--- src/rtl/wb_arbiter.sv ---
// wb_arbiter -- register-file write-port producer.
//
// Merges single-cycle ALU results with multi-cycle memory/CSR returns into
// one registered write (we/wa/wd). The ALU has absolute priority and never
// stalls; memory returns are accepted through a valid/ready handshake and
// buffered in an in-order FIFO of DEPTH entries.
//
// Optional build macro: WB_BYPASS_EN
//   When defined, a memory return accepted while the FIFO is empty and the
//   ALU is not writing goes straight to the output register (we one cycle
//   after acceptance) instead of being pushed.
//
// Ports:
//   clk, rst              clock, synchronous active-high reset
//   alu_valid/rd/data     ALU writeback request (rd==0 produces no write)
//   mem_valid/ready/rd/data  memory-return handshake (rd==0 is discarded)
//   we, wa, wd            registered register-file write
//   chk_rd, chk_pending   hazard query: a write to chk_rd is still in flight
module wb_arbiter #(
    parameter int unsigned DEPTH  = 4,
    parameter int unsigned DWIDTH = 32,
    parameter int unsigned AWIDTH = 5
) (
    input  logic              clk,
    input  logic              rst,
    input  logic              alu_valid,
    input  logic [AWIDTH-1:0] alu_rd,
    input  logic [DWIDTH-1:0] alu_data,
    input  logic              mem_valid,
    output logic              mem_ready,
    input  logic [AWIDTH-1:0] mem_rd,
    input  logic [DWIDTH-1:0] mem_data,
    output logic              we,
    output logic [AWIDTH-1:0] wa,
    output logic [DWIDTH-1:0] wd,
    input  logic [AWIDTH-1:0] chk_rd,
    output logic              chk_pending
);

    localparam int unsigned PW = (DEPTH > 1) ? $clog2(DEPTH) : 1;
    localparam int unsigned CW = PW + 1;
    localparam logic [CW-1:0] FULL = CW'(DEPTH);

    logic [AWIDTH-1:0] rd_q   [DEPTH];
    logic [DWIDTH-1:0] data_q [DEPTH];
    logic [PW-1:0]     rptr;
    logic [PW-1:0]     wptr;
    logic [CW-1:0]     count;

    logic alu_win;
    logic accept;
    logic pop;
    logic push;
    logic bypass;
    logic fifo_hit;

    assign mem_ready = !rst && (count != FULL);

    always_comb begin
        alu_win = alu_valid && (alu_rd != '0);
        accept  = mem_valid && mem_ready;
        pop     = !alu_win && (count != '0);
`ifdef WB_BYPASS_EN
        bypass  = accept && (mem_rd != '0) && (count == '0) && !alu_win;
`else
        bypass  = 1'b0;
`endif
        // x0 returns are consumed by the handshake but never stored
        push    = accept && (mem_rd != '0) && !bypass;
    end

    // Valid entries are the count slots starting at rptr; the pointer sum
    // wraps naturally because DEPTH is a power of two.
    always_comb begin
        fifo_hit = 1'b0;
        for (int unsigned i = 0; i < DEPTH; i++) begin
            if ((CW'(i) < count) && (rd_q[rptr + PW'(i)] == chk_rd))
                fifo_hit = 1'b1;
        end
        chk_pending = (chk_rd != '0) && (fifo_hit || (we && (wa == chk_rd)));
    end

    // FIFO storage carries no reset: contents are only observed through count.
    always_ff @(posedge clk) begin
        if (push) begin
            rd_q[wptr]   <= mem_rd;
            data_q[wptr] <= mem_data;
        end
    end

    always_ff @(posedge clk) begin
        if (rst) begin
            rptr  <= '0;
            wptr  <= '0;
            count <= '0;
        end else begin
            if (push)
                wptr <= wptr + 1'b1;
            if (pop)
                rptr <= rptr + 1'b1;
            case ({push, pop})
                2'b10:   count <= count + 1'b1;
                2'b01:   count <= count - 1'b1;
                default: count <= count;
            endcase
        end
    end

    always_ff @(posedge clk) begin
        if (rst) begin
            we <= 1'b0;
            wa <= '0;
            wd <= '0;
        end else if (alu_win) begin
            we <= 1'b1;
            wa <= alu_rd;
            wd <= alu_data;
        end else if (pop) begin
            we <= 1'b1;
            wa <= rd_q[rptr];
            wd <= data_q[rptr];
        end else if (bypass) begin
            we <= 1'b1;
            wa <= mem_rd;
            wd <= mem_data;
        end else begin
            we <= 1'b0;
        end
    end

endmodule

--- config.mk ---
export PLATFORM = sky130hd
export DESIGN_NAME = wb_arbiter
export DESIGN_NICKNAME = d
export VERILOG_FILES = /design/src/rtl/wb_arbiter.sv
export SDC_FILE = /design/constraint.sdc
export NUM_CORES = 1
export LEC_CHECK = 0
export BUFFER_PORTS_ARGS = -buffer_cell sky130_fd_sc_hd__buf_2
export CAP_MARGIN = 10
export CORE_UTILIZATION = 35
export CTS_CLUSTER_DIAMETER = 200
export DETAILED_ROUTE_END_ITERATION = 7
export PLACE_DENSITY_LB_ADDON = 0.12
export SETUP_SLACK_MARGIN = 0.5
export SLEW_MARGIN = 15
export SYNTH_ARGS = -nofsm -noshare
export SYNTH_HDL_FRONTEND = slang
export SYNTH_SLANG_ARGS = --single-unit
--- constraint.sdc ---
create_clock -name clk -period 5.18 [get_ports clk]
set_input_delay 0.259 -clock clk [delete_from_list [all_inputs] [get_ports clk]]
set_output_delay 0.259 -clock clk [all_outputs]
set_load 0.05 [all_outputs]
==> results of run 1 <==
## stage by stage
| step | power [mW] | area, µm² | worst slack, ns | instances | hold WS, ns |
|---|---|---|---|---|---|
| 5_1_grt | 4.85 | 9660 | 1.31 | 930 | 0.0314 |
| 3_3_place_gp | 3.38 | 9090 | 2.07 | 898 | 0.471 |
| 6_report | 4.60 | 9660 | 1.56 | 930 | 0.0326 |
| 2_1_floorplan | 3.08 | 8210 | 1.80 | 494 | 0.358 |
| 4_1_cts | 4.68 | 9660 | 1.53 | 930 | 0.0164 |
| 3_5_place_dp | 3.40 | 9090 | 2.01 | 898 | 0.480 |
## flip-flops by register name, indices dropped and copies added (netlist names), named ones only
register,count
rd_q,20
count,3
wd,32
data_q,128
wptr,2
rptr,2
we,1
wa,5
## synthesized netlist by cell type (3+ instances only)
| cell type | instances |
|---|---|
| edfxtp_1 | 148 |
| mux4_2 | 48 |
| dfxtp_1 | 47 |
| nor2_1 | 47 |
| mux2i_1 | 44 |
| a211oi_1 | 37 |
| buf_2 | 19 |
| xnor2_1 | 17 |
| xor2_1 | 14 |
| clkbuf_1 | 12 |
| ha_1 | 9 |
| inv_1 | 6 |
| nand2_1 | 6 |
| a21oi_1 | 5 |
| and2_1 | 5 |
| nor3_1 | 3 |
| or4_1 | 3 |
## routing by layer
metal  vias to the layer above  GRT usage
met2                        99      0.252
met5                         -          0
met1                      2301      0.196
met3                        16     0.0393
li1                       2157          -
met4                         4     0.0387
## layout make-up
class | instances | area [µm²]
fillers | 2129 | 13200
inverters | 6 | 22.5
multi-input cells | 259 | 2660
clock inverters | 15 | 145
repair buffers | 125 | 633
flip-flops and latches | 195 | 5390
well taps | 313 | 392
clock buffers | 17 | 425
## power by group
part,internal (mW),leakage [nW],switching [mW]
logic,0.619,1.36,0.762
clock network,0.676,0.266,0.598
registers,1.81,1.73,0.137
total,3.11,3.36,1.50
## kinds of logic after synthesis
kind of cell,after synthesis,share of synthesized area
multiplexers,94,0.188
adder cells (fa/ha/maj),9,0.0137
buffers and inverters,40,0.0221
flip-flops,195,0.656
XOR/XNOR,31,0.0331
AO/OA/AOI/OAI,55,0.0491
AND/OR/NAND/NOR,70,0.0375
## worst min path at each step
stage               depth (start not counted)  slack, ns             to
global route                                1       0.03  data_q[3][27]
CTS                                         1       0.02  data_q[0][26]
floorplan                                   0       0.36   data_q[0][0]
finish                                      1       0.03  data_q[0][26]
global placement                            1       0.47  data_q[2][12]
detailed placement                          1       0.48  data_q[0][26]
## cell usage in the layout, fill, tap and decap left out, drive strengths merged, types with 2 or more instances in the layout
master and n:
buf 125, a31oi 2, clkinvlp 5, nor3 3
inv 14, o2111ai 2, edfxtp 148, a211oi 37
or4 3, nand2 6, mux2 2, nand4 2
xnor2 17, and2 5, xor2 14, o21ai 2
mux2i 44, ha 9, a21oi 5, mux4 48
nor2 47, clkbuf 17, a22oi 2, dfxtp 47
## worst max-delay path, delay by kind of cell (launching register included)
kind                      cells  cell delay [ns]
xor gates and xnor gates      1             0.09
AOI/OAI and AO/OA             3             0.68
buffers and inverters         1             0.28
and+or+nand+nor               1             0.53
DFF                           1             1.06
muxes                         1             0.30
==> impl_metrics.csv, run 1 <==
group,metric,value,unit
drt,ant_nets,0,
sta,skew,0.0265,ns
sta,drv_slew,0,
setup_path,r2r_end,"rd_q[3][0]",
worst_hold_path,worstHoldStart,"mem_data[26]",
setup_path,r2r_slack,2.25,ns
drt,vias,4577,
logic_synthesis,synth_top_cells_by_area,"edfxtp_1 54%, mux4_2 13%, dfxtp_1 11%, mux2i_1 5.4%, a211oi_1 3.4%",
global_route,grt_usage,0.151,
clock_tree,numCtsBuffers,17,
sta,fmax,276,MHz
sta,rsz0062_at_grt,"false",
drt,highest_layer,"met5",
global_route,grt_pass1_vias,4783,
global_route,antenna_found_initial,2,
setup_path,setup.worst_path.end_class,"output pin",
setup_path,cp_cell_sequence,"mux2i_1 > xnor2_1 > or4_1 > a2111oi_2 > a311oi_1 > a21oi_1 > buf_2",
setup_path,path_class,"flip-flop to output pin",
place,gp_congestion,0.807,
run_status,outcome,"completed",
sta,worst_pin_slew,1.12,ns
layout,nNetsFinal,696,
global_route,grt_pass1_wl,27100,µm
logic_synthesis,synth_edf_count,148,
setup_path,cp_data_arrival_time,3.37,ns
setup_path,start_kind,"flip-flop",
sta,fin_crit,3.62,ns
place,io_buffers,122,
sta,period_share,0.700,
job,maxCapViolCount,0,
clock_tree,numClockSinks,195,
floorplanning,initial_core_util,0.359,
drt,viasPerCell,4.92,
clock_tree,post_cts_buffers,0,
layout,fin_util,0.423,
setup_path,cp_max_fo,21,
logic_synthesis,yosysUniqueCellTypes,35,
logic_synthesis,syn_area,8210,µm²
drt,first_iter_violations,231,
worst_hold_path,min_path_type,"primary input to flip-flop",
floorplanning,die_x,155,µm
setup_path,critical-path-max-stage-delay,1.06,ns
setup_path,crit-reg2reg-launch,"count[0]",
logic_synthesis,synth_area_leader_cell,"edfxtp_1",
layout,drive_above_1_share,0.350,
floorplanning,dieArea,24100,µm²
sta,setup_violations,0,
floorplanning,rows,55,
clock_tree,htree_levels,4,
setup_path,rr_worst_depth,6,
drt,wl_met1,7690,µm
pwr,leakage,3.36,nW
clock_tree,cts_buffer_depth,2,
floorplanning,core_area,22800,µm²
clock_tree,clkTransAtPathRegs,0.07,ns
pwr,p_per_area,476,nW/µm²
sta,hold_viol,0,
logic_synthesis,synth_top_area_frac,0.542,
logic_synthesis,synthCells,494,
clock_tree,ctsHoldBuffers,0,
global_route,grt_max_degree,74,
sta,slew_headroom,0.256,
drt,wl_met2,8420,µm
logic_synthesis,synth_async_sr_flop_share,0,
global_route,overflow,0,
logic_synthesis,synth_nets,586,
setup_path,crit_end,"chk_pending",
drt,first_pass_iters,4,
layout,diodes,0,
clock_tree,cts_tree,"built",
clock_tree,insertion_delay,0.44,ns
pwr,worst_ir_drop_vdd,0.291,mV
drt,wl_per_cell,18.3,µm
logic_synthesis,synth_ff_type,"edfxtp_1",
sta,setup_tns,0,ns
clock_tree,postCtsResizedCells,0,
layout,area_delta_synth_final,17.8,%
drt,finalWirelength,17000,µm
logic_synthesis,synth_seq_cells,195,
setup_path,cp_slowest_cell,"dfxtp_1",
logic_synthesis,ys_warn_count,0,
floorplanning,die_h,155,µm
floorplanning,io_pins,123,
drt,drc,0,
clock_tree,cts_root_buffer,"clkbuf_16",
drt,wl_met3,719,µm
logic_synthesis,ys_seq_area_frac,0.656,
setup_path,crit_path_start,"rptr[0]",
logic_synthesis,synth_area_per_cell,16.6,µm²
setup_path,cp.required,4.92,ns
place,dp_hpwl,10800,µm
(Power assumes the default switching activity.)
==> inputs of run 2 (changes only) <==
Clock period 5.18 ns to 3.1 ns, I/O delays scaled along.
==> run 2 against run 1 <==
  * Hold slack got worse by 0.020 ns
  * Cell area increased by 8.6%
  * Clock skew shrank 0.014 ns
  * Register-to-register slack got worse by 1.5 ns
  * Final cell count increased by 7.8%
  * Critical path depth up 1
  * Sequential share of layout area fell by 4.3 points
  * Sequential cell count unchanged
  * Routed wire length is 2.7% higher
  * Via count increased by 6.1%
  * Clock-buffer cell count is the same
  * Die area did not move
  * Critical endpoint unchanged
  * Highest routed layer is now met4
==> impl_metrics.csv, run 2 (synthesis results as in run 1) <==
group,metric,value,unit
setup_path,setup.worst_path.end_class,"output pin",
setup_path,crit_path_start,"rptr[0]",
sta,fin_crit,2.67,ns
layout,multi_input_area,2720,µm²
drt,viasPerCell,4.84,
layout,final_cell_mix,"148 x edfxtp_1, 121 x buf_2, 56 x dlygate4sd3_1",
pwr,leakage,3.74,nW
layout,nNetsFinal,769,
clock_tree,clkTransAtPathRegs,0.08,ns
pwr,p_per_area,766,nW/µm²
clock_tree,cts_buffer_depth,2,
global_route,grt_max_degree,74,
layout,drive_above_1_share,0.352,
sta,skew,0.0123,ns
sta,fin_ws,0.430,ns
global_route,top_usage_layer,"met2",
drt,drc,0,
worst_hold_path,worstHoldStart,"alu_data[5]",
layout,fillers,2065,
global_route,grt_usage,0.153,
clock_tree,numClockSinks,195,
setup_path,cp_data_arrival_time,2.51,ns
layout,top_register,"data_q",
place,dp_hpwl,11300,µm
setup_path,start_kind,"flip-flop",
drt,vias,4856,
sta,setup_violations,0,
floorplanning,initial_core_util,0.359,
setup_path,crit-reg2reg-launch,"count[0]",
setup_path,cp_max_fo,8,
floorplanning,core_area,22800,µm²
place,pre_cts_ws,0.471,ns
sta,rsz0062_at_grt,"true",
global_route,grt_pass1_wl,27500,µm
clock_tree,htree_levels,4,
place,dp.cells,911,
sta,hold_viol,0,
worst_hold_path,min_path_type,"primary input to flip-flop",
global_route,overflow,0,
drt,first_iter_violations,245,
sta,worst_pin_slew,0.766,ns
setup_path,r2r_slack,0.71,ns
clock_tree,insertion_delay,0.43,ns
setup_path,cp.required,2.94,ns
pwr,worst_ir_drop_vdd,0.416,mV
global_route,use_met2,0.256,
floorplanning,rows,55,
global_route,met1_usage,0.199,
drt,ant_nets,0,
place,io_buffers,122,
drt,finalWirelength,17500,µm
drt,wl_per_cell,17.4,µm
clock_tree,cts_root_buffer,"clkbuf_16",
global_route,grt_pass1_vias,5014,
layout,mostFrequentLayoutCell,"edfxtp_1",
sta,setup_tns,0,ns
drt,first_pass_iters,4,
clock_tree,cts_tree,"built",
layout,fin_cells,1003,
floorplanning,die_x,155,µm
global_route,grt_util_met3,0.0329,
sta,fmax,375,MHz
layout,diodes,0,
run_status,outcome,"completed",
floorplanning,die_h,155,µm
layout,area_delta_synth_final,28.0,%
floorplanning,dieArea,24100,µm²
layout,largest_reg_flops,128,
sta,period_share,0.861,
setup_path,path_class,"flip-flop to output pin",
place,gp_congestion,0.784,
job,maxCapViolCount,0,
clock_tree,numCtsBuffers,17,
layout,ff_latch_area,5400,µm²
floorplanning,io_pins,123,
global_route,antenna_found_initial,0,
layout,reg_top3,"data_q x128, wd x32, rd_q x20",
sta,drv_slew,0,
sta,slew_headroom,0.489,
==> run 2: routing by layer <==
layer | share of wire | routed length, µm
met1 | 0.47 | 8260
met2 | 0.49 | 8520
met3 | 0.032 | 556
met4 | 0.0078 | 137
met5 | 0 | 0
==> run 2: where the power goes <==
part	switching [mW]	total (mW)	internal (mW)	leakage (nW)
Sequential	0.175	3.21	3.03	1.74
Combinational	1.39	2.58	1.18	1.70
Clock	1.02	2.25	1.23	0.300
Total	2.59	8.04	5.45	3.74
==> run 2: path summary, 6_finish.rpt <==
kind,endpoint,cells past startpoint
setup reg to reg,count[2],9
hold reg to reg,wd[7],2
setup / recovery,chk_pending,8
hold / removal,wd[5],3
==> run 2: area by class of cell <==
class / instances / share of cell area
Multi-Input combinational cell: 259 / 0.259
Timing Repair Buffer: 198 / 0.128
Tap cell: 313 / 0.0373
Inverter: 6 / 0.00215
Clock inverter: 15 / 0.0185
Sequential cell: 195 / 0.514
Clock buffer: 17 / 0.0405
==> run 2: metrics by stage <==
step                instance area, µm²  hold WS [ns]  total power [mW]   util
floorplan                         8230         0.254              5.15      -
global placement                  9210         0.368              5.69  0.403
detailed placement                9210         0.372              5.72  0.403
CTS                              10400      0.000744              8.13  0.457
global route                     10500       0.00955              8.45  0.460
finish                           10500        0.0129              8.04  0.460
==> run 2: critical path: stages, from the launching register on <==
cell,delay [ns]
dfxtp_4,0.42
buf_4,0.13
mux2i_1,0.25
xor2_1,0.19
o2111ai_1,0.20
a2111oi_4,0.40
a311oi_2,0.15
a21oi_2,0.18
buf_6,0.17
==> run 2: repair_timing <==
| action | in CTS | in global routing |
|---|---|---|
| hold endpoints to repair | 167 | 0 |
| endpoints found under the setup margin | 1 | 152 |
| pin swaps | 2 | 4 |
| setup buffers | 4 | 0 |
| gates resized for setup | 7 | 10 |
| hold buffers | 56 | 0 |
